===== src/rtl/rnd_dispenser.sv =====
// Round-robin dispenser of a shared LFSR value, range-reduced to [0, limit) by
// masked rejection sampling with a subtract fallback after MAX_TRIES rejects.
module rnd_dispenser #(
    parameter int unsigned N_REQ     = 2,
    parameter int unsigned RND_W     = 16,
    parameter int unsigned MAX_TRIES = 4
) (
    input  logic                   clk_i,
    input  logic                   rst_i,
    input  logic [RND_W-1:0]       rnd_num_i,
    input  logic [N_REQ-1:0]       req_i,
    input  logic [N_REQ*RND_W-1:0] limit_i,
    output logic [N_REQ-1:0]       gnt_o,
    output logic [RND_W-1:0]       rnd_o,
    output logic                   busy_o
);
    localparam int unsigned IdxW = (N_REQ > 1) ? $clog2(N_REQ) : 1;
    localparam int unsigned TryW = $clog2(MAX_TRIES + 1);

    typedef enum logic [1:0] {StIdle, StDraw, StGrant} state_e;

    state_e           state_q;
    logic [IdxW-1:0]  ptr_q;
    logic [IdxW-1:0]  idx_q;
    logic [RND_W-1:0] lim_q;
    logic [RND_W-1:0] mask_q;
    logic [TryW-1:0]  try_q;
    logic [N_REQ-1:0] gnt_q;
    logic [RND_W-1:0] rnd_q;
    logic             busy_q;

    logic             pick_vld;
    logic [IdxW-1:0]  pick_idx;
    logic [IdxW-1:0]  cand;
    int unsigned      scan_j;
    logic [RND_W-1:0] lim_sel;
    logic [RND_W-1:0] mask_sel;
    logic [RND_W-1:0] draw_v;
    logic             accept;
    logic             last_try;
    logic [IdxW-1:0]  ptr_next;

    // First asserted request scanning upward from ptr_q, wrapping at N_REQ.
    always_comb begin
        pick_vld = 1'b0;
        pick_idx = '0;
        scan_j   = 0;
        cand     = '0;
        for (int unsigned k = 0; k < N_REQ; k++) begin
            scan_j = 32'(ptr_q) + k;
            if (scan_j >= N_REQ) begin
                scan_j = scan_j - N_REQ;
            end
            cand = IdxW'(scan_j);
            if (!pick_vld && req_i[cand]) begin
                pick_vld = 1'b1;
                pick_idx = cand;
            end
        end
    end

    // Smear lim-1 rightward: smallest all-ones mask covering every value below lim.
    always_comb begin
        lim_sel  = limit_i[32'(pick_idx)*RND_W +: RND_W];
        mask_sel = lim_sel - RND_W'(1);
        for (int unsigned s = 1; s < RND_W; s = s * 2) begin
            mask_sel = mask_sel | (mask_sel >> s);
        end
    end

    // lim==0 wraps the mask to all ones, so draw_v is the raw value there.
    always_comb begin
        draw_v   = rnd_num_i & mask_q;
        accept   = (lim_q == '0) || (draw_v < lim_q);
        last_try = (try_q == TryW'(MAX_TRIES - 1));
        ptr_next = (idx_q == IdxW'(N_REQ - 1)) ? '0 : idx_q + IdxW'(1);
    end

    always_ff @(posedge clk_i) begin
        if (rst_i) begin
            state_q <= StIdle;
            ptr_q   <= '0;
            idx_q   <= '0;
            lim_q   <= '0;
            mask_q  <= '0;
            try_q   <= '0;
            gnt_q   <= '0;
            rnd_q   <= '0;
            busy_q  <= 1'b0;
        end else begin
            unique case (state_q)
                StIdle: begin
                    if (pick_vld) begin
                        idx_q   <= pick_idx;
                        lim_q   <= lim_sel;
                        mask_q  <= mask_sel;
                        try_q   <= '0;
                        busy_q  <= 1'b1;
                        state_q <= StDraw;
                    end
                end
                StDraw: begin
                    if (!req_i[idx_q]) begin
                        busy_q  <= 1'b0;
                        ptr_q   <= ptr_next;
                        state_q <= StIdle;
                    end else if (accept || last_try) begin
                        // Fallback stays in range because mask < 2*lim.
                        rnd_q   <= accept ? draw_v : draw_v - lim_q;
                        gnt_q   <= N_REQ'(1) << idx_q;
                        busy_q  <= 1'b0;
                        state_q <= StGrant;
                    end else begin
                        try_q <= try_q + TryW'(1);
                    end
                end
                StGrant: begin
                    gnt_q   <= '0;
                    ptr_q   <= ptr_next;
                    state_q <= StIdle;
                end
                default: state_q <= StIdle;
            endcase
        end
    end

    assign gnt_o  = gnt_q;
    assign rnd_o  = rnd_q;
    assign busy_o = busy_q;

endmodule

===== config.mk =====
export PLATFORM = sky130hd
export DESIGN_NAME = rnd_dispenser
export DESIGN_NICKNAME = d
export VERILOG_FILES = /design/src/rtl/rnd_dispenser.sv
export SDC_FILE = /design/constraint.sdc
export NUM_CORES = 1
export LEC_CHECK = 0
export CORE_MARGIN = 5
export CORE_UTILIZATION = 40
export CTS_CLUSTER_DIAMETER = 80
export DETAILED_ROUTE_END_ITERATION = 7
export SLEW_MARGIN = 40
export SYNTH_ARGS = -nofsm -noshare
export SYNTH_HDL_FRONTEND = slang
export SYNTH_SLANG_ARGS = --single-unit

===== constraint.sdc =====
create_clock -name clk_i -period 13.3 [get_ports clk_i]
set_input_delay 3.325 -clock clk_i [delete_from_list [all_inputs] [get_ports clk_i]]
set_output_delay 3.325 -clock clk_i [all_outputs]
set_load 0.01 [all_outputs]

After elaboration in Yosys (flattened, before gate mapping)
Index checks and enable logic that the tools add are counted.

Add/subtract/negate cells: 7. $lt $le $gt $ge: 6. Equal/unequal tests: 9. Shift-type cells: 2. Muxes and demuxes: 31. Bitwise logic cells: 5. Reduce and logical (&&, ||, !) cells: 15.

Operators with widths (number): $shiftx 32x6->16 (1); $mux 1 (17); $and 16x16->16 (1); $logic_not 16->1 (1); $lt 16x16->1 (1); $mux 16 (1); $or 16x12->16 (1); $or 16x14->16 (1); $or 16x15->16 (1); $or 16x8->16 (1); $sub 16x1->16 const B (1); $sub 16x16->16 (1); $mux 2 (5); $ne 2x2->1 const B (5); $mux 3 (3); $reduce_and 3->1 (3); $pmux 2 s2 (2); $lt 1x2->1 const B (3); $pmux 3 s2 (1); $reduce_and 2->1 (3); $pmux 1 s2 (2); $reduce_and 4->1 (1); $reduce_bool 2->1 (2); $add 3x1->3 const B (1); other kinds (14) (16).

Bits in registers: 58. Bits of input ports: 52. Output and inout port bits: 19. Logic and storage cells: 84.

Longest topological paths before layout
Depth after elaboration: 14. Mapped depth: 15. Gate-level depth less buffers: 12.

Worst setup path before layout
Ideal clock, no wire load.

Path type: input to register. Start point: input req_i[0]. End point: register mask_q[0]. Setup time: 0.132 ns. Data arrival time: 6.303 ns. Required time: 13.168 ns. Setup slack: 6.865 ns. Stages on the path: 15. Path buffers: 3. Cells stage by stage: nand2b_1 -> buf_6 -> nand2_1 -> buf_2 -> buf_2 -> mux2i_1 -> ha_1 -> or3b_2 -> nor4_1 -> mux2_2 -> and3_1 -> o311a_1 -> nand4b_1 -> nor4b_2 -> a211oi_1.

Longest elaborated chain between the ends: 12. Elaborated cells on any way between the ends: 17. Those cells by class: add/sub (1); shift (1); mux (8); bitwise (4); reduce/logical (3).

Ends and longest elaborated chain: start, declared (RTL line 11) `input logic [N_REQ-1:0] req_i,`; $mux 1 (implied by the code) (2 in a row) (RTL line 55) `if (!pick_vld && req_i[cand]) begin`; $mux 1 (RTL line 55); $logic_not 1->1 (RTL line 55); $logic_and 1x1->1 (RTL line 55); $mux 1 (RTL line 55); $shiftx 32x6->16 (RTL line 64) `lim_sel = limit_i[32'(pick_idx)*RND_W +: RND_W];`; $sub 16x1->16 (RTL line 65) `mask_sel = lim_sel - RND_W'(1);`; $or 16x15->16 (RTL line 67) `mask_sel = mask_sel | (mask_sel >> s);`; $or 16x14->16 (RTL line 67); $or 16x12->16 (RTL line 67); $or 16x8->16 (RTL line 67); end signal, assigned (RTL line 96) `mask_q <= mask_sel;`; end, declared (RTL line 26) `logic [RND_W-1:0] mask_q;`.

Parallel ways exist; a longest one is shown, timed or not. The select of a mux whose other input is x is not followed. A chain may end at the register's enable or synchronous reset.

Worst setup path after layout
Start point: input req_i[0]. End point: register mask_q[1].

The elaborated chain is that of the path after synthesis.

==> qor.yml <==
status: "completed"
cts_hold_buf: 0
worst_pin_slew_ps: 672.2
tritoncts: "done"
cp.arrival_ps: 6880
htreeDepth: 3
antenna_cells: 0
grt_usage: 0.1792
cts_inserted_buffers: 9
drive_gt1_frac: 0.06314
peakVddDrop_v: 0.00004782
antenna_found_initial: 0
die_y_um: 111.5
path_clk_slew_ps: 60
yosys-top-cells-area: "dfxtp_1 (28%), ha_1 (7.0%), nor2_1 (6.4%)"
ys_seq_area_frac: 0.2819
worstHoldPathType: "reg -> reg"
yosys_warnings: 0
drt_iter0_drc: 241
timing.hold.ws_ps: 453.7
die_width_um: 111.5
synthSimpleGateAreaFrac: 0.2576
postCtsResizedCells: 0
grt_max_degree: 59
fin_tns_setup_ps: 0
post-place-cells: 707
period_needed_ps: 6687
hold_viol_final: 0
synthAdderAreaFrac: 0.07473
synth_compound_area_frac: 0.2169
first_global_vias: 3697
power_leakage_nw: 1.969
route.detailed.drc: 0
p_sw_mw: 0.2196
start_util: 0.4044
clock.fmax_ghz: 0.1495
p_comb_frac: 0.390
synthToLayoutAreaGrowth_pct: 24.15
syn_inst: 520
p_int_mw: 0.4088
ios: 71
drtAntennaViolNets: 0
core_mm2: 0.01018
worstPathMaxFanout: 9
num_rows: 37
syn_avg_cell_area_um2: 7.921
cap_viol_max_count: 0
finalSetupViolCount: 0
routed_via_density: 5.299
wl_mm: 11.13
gp_congestion: 0.8483
vias: 3826
powerDensity_mw_per_mm2: 122.9
synth-main-ff-cell: "dfxtp_1"
end_kind: "register"
synth_top_family_by_area: "simple AND/OR/NAND/NOR gates"
ys_ff_latch: 58
worstSetupPathType: "in -> reg"
cts_setup_buffers: 0
drt_pass1_iterations: 4
clockPowerShare: 0.272
synthesis.area_mm2: 0.004119
synthMuxAreaShare: 0.05954
worstPathRequired_ps: 13500
async_flop_share: 0
post_drt_wl_per_cell_um: 15.42
port_buffers: 70
postSynthNetCount: 596
grt_pass1_wl_mm: 18.31
synth-xor-area-share: 0.05984
crit_path_start_kind: "primary input"
synth_top_area_frac: 0.2819
clock_latency_ps: 350
synth_edf_count: 0
power_frac_seq: 0.338
overflow: 0
p_sw_frac: 0.3494
post_layout_nonfiller_instances: 722
yosys.area.top_type: "dfxtp_1"
final_cell_mix: "nor2_1 (69), clkdlybuf4s50_1 (69), dfxtp_1 (58), nand2_1 (46), a211oi_1 (31)"
nets: 658
clock_sinks: 58
timing.final.crit_share: 0.5028
ys_types: 62
maxSlewViolCount: 0
worst_clock_skew_ps: 10.38
die-area_mm2: 0.01243
clockBufferDepth: 2
cts-root-buf: "clkbuf_8"
fin_util: 0.5021
dp_hpwl_mm: 8.836
max_slew_margin: 0.5509
rsz0062_at_grt: "no"
==> critical path, stage by stage <==
cell	delay, ps
clkdlybuf4s50_1	550
nand2b_1	240
nand2_1	240
mux2i_1	310
ha_1	350
or3b_2	480
nor4_1	200
mux2_2	220
and3_1	170
o311a_1	170
nand4b_1	130
nor4b_2	360
a211oi_1	120
==> per-stage QoR <==
stage | power (mW) | worst slack [ps] | cell area [µm²]
after floorplan | 0.3875 | 6865 | 4119
after detailed placement | 0.4612 | 6249 | 4910
after global routing | 0.6730 | 6376 | 5114
after global placement | 0.4576 | 6360 | 4905
after CTS | 0.6348 | 6623 | 5114
final | 0.6284 | 6613 | 5114
==> power groups by stage <==
stage / clock network, mW / registers, mW / logic, mW
floorplan: 0 / 0.214 / 0.173
global route: 0.185 / 0.215 / 0.273
detailed placement: 0 / 0.216 / 0.245
CTS: 0.176 / 0.212 / 0.246
finish: 0.171 / 0.212 / 0.245
global placement: 0 / 0.215 / 0.242
==> synth_stat cells, drive strengths merged, types with 3 or more instances <==
master	count
and2	15
inv	25
mux2	4
o31a	3
nor4	12
nand3	6
a211oi	31
clkbuf	13
nor3	20
a21oi	26
nor3b	4
ha	23
o22ai	5
o21a	4
nand2b	7
xor2	11
o31ai	3
and3	7
mux2i	20
buf	10
or3	7
a21boi	3
a311oi	12
or4	4
nand2	46
o21ai	14
o211ai	6
a21o	6
nor2b	7
dfxtp	58
nor2	70
xnor2	15
==> routing by layer <==
metal	share of wire	up-vias	track usage
li1	-	2003	-
met1	0.50	1719	0.2496
met2	0.44	93	0.2722
met3	0.042	11	0.03587
met4	0.019	0	0.06975
met5	0	-	0
==> flip-flops by register name, indices dropped and copies added (netlist names) <==
signal and count:
lim_q 16, mask_q 16, rnd_o 16, try_q 3, gnt_o 2, state_q 2
busy_o 1, idx_q 1, ptr_q 1
==> final timing paths <==
kind | startpoint | end | slack (ps) | cells past startpoint
setup reg to reg | ptr_q | mask_q[1] | 9720 | 12
hold / removal | rnd_o[7] | rnd_o[7] | 450 | 2
hold reg to reg | rnd_o[7] | rnd_o[7] | 450 | 2
setup / recovery | req_i[0] | mask_q[1] | 6610 | 13
==> area by class of cell <==
class / instances / area (µm²)
Sequential cell: 58 / 1161
Multi-Input combinational cell: 414 / 2756
Inverter: 25 / 93.84
Clock buffer: 13 / 168.9
Fill cell: 1024 / 5071
Timing Repair Buffer: 74 / 728.2
Tap cell: 136 / 170.2
Clock inverter: 2 / 35.03
==> cells by family (layout without fill, tap and decap cells) <==
kind of cell	Yosys count	count (layout)
adders and majority gates	24	24
xor gates and xnor gates	26	26
buffers and inverters	48	114
DFF	58	58
muxes	24	24
AOI/OAI and AO/OA	127	127
and+or+nand+nor	213	213
Note: power is estimated with default switching activity, not from simulation.
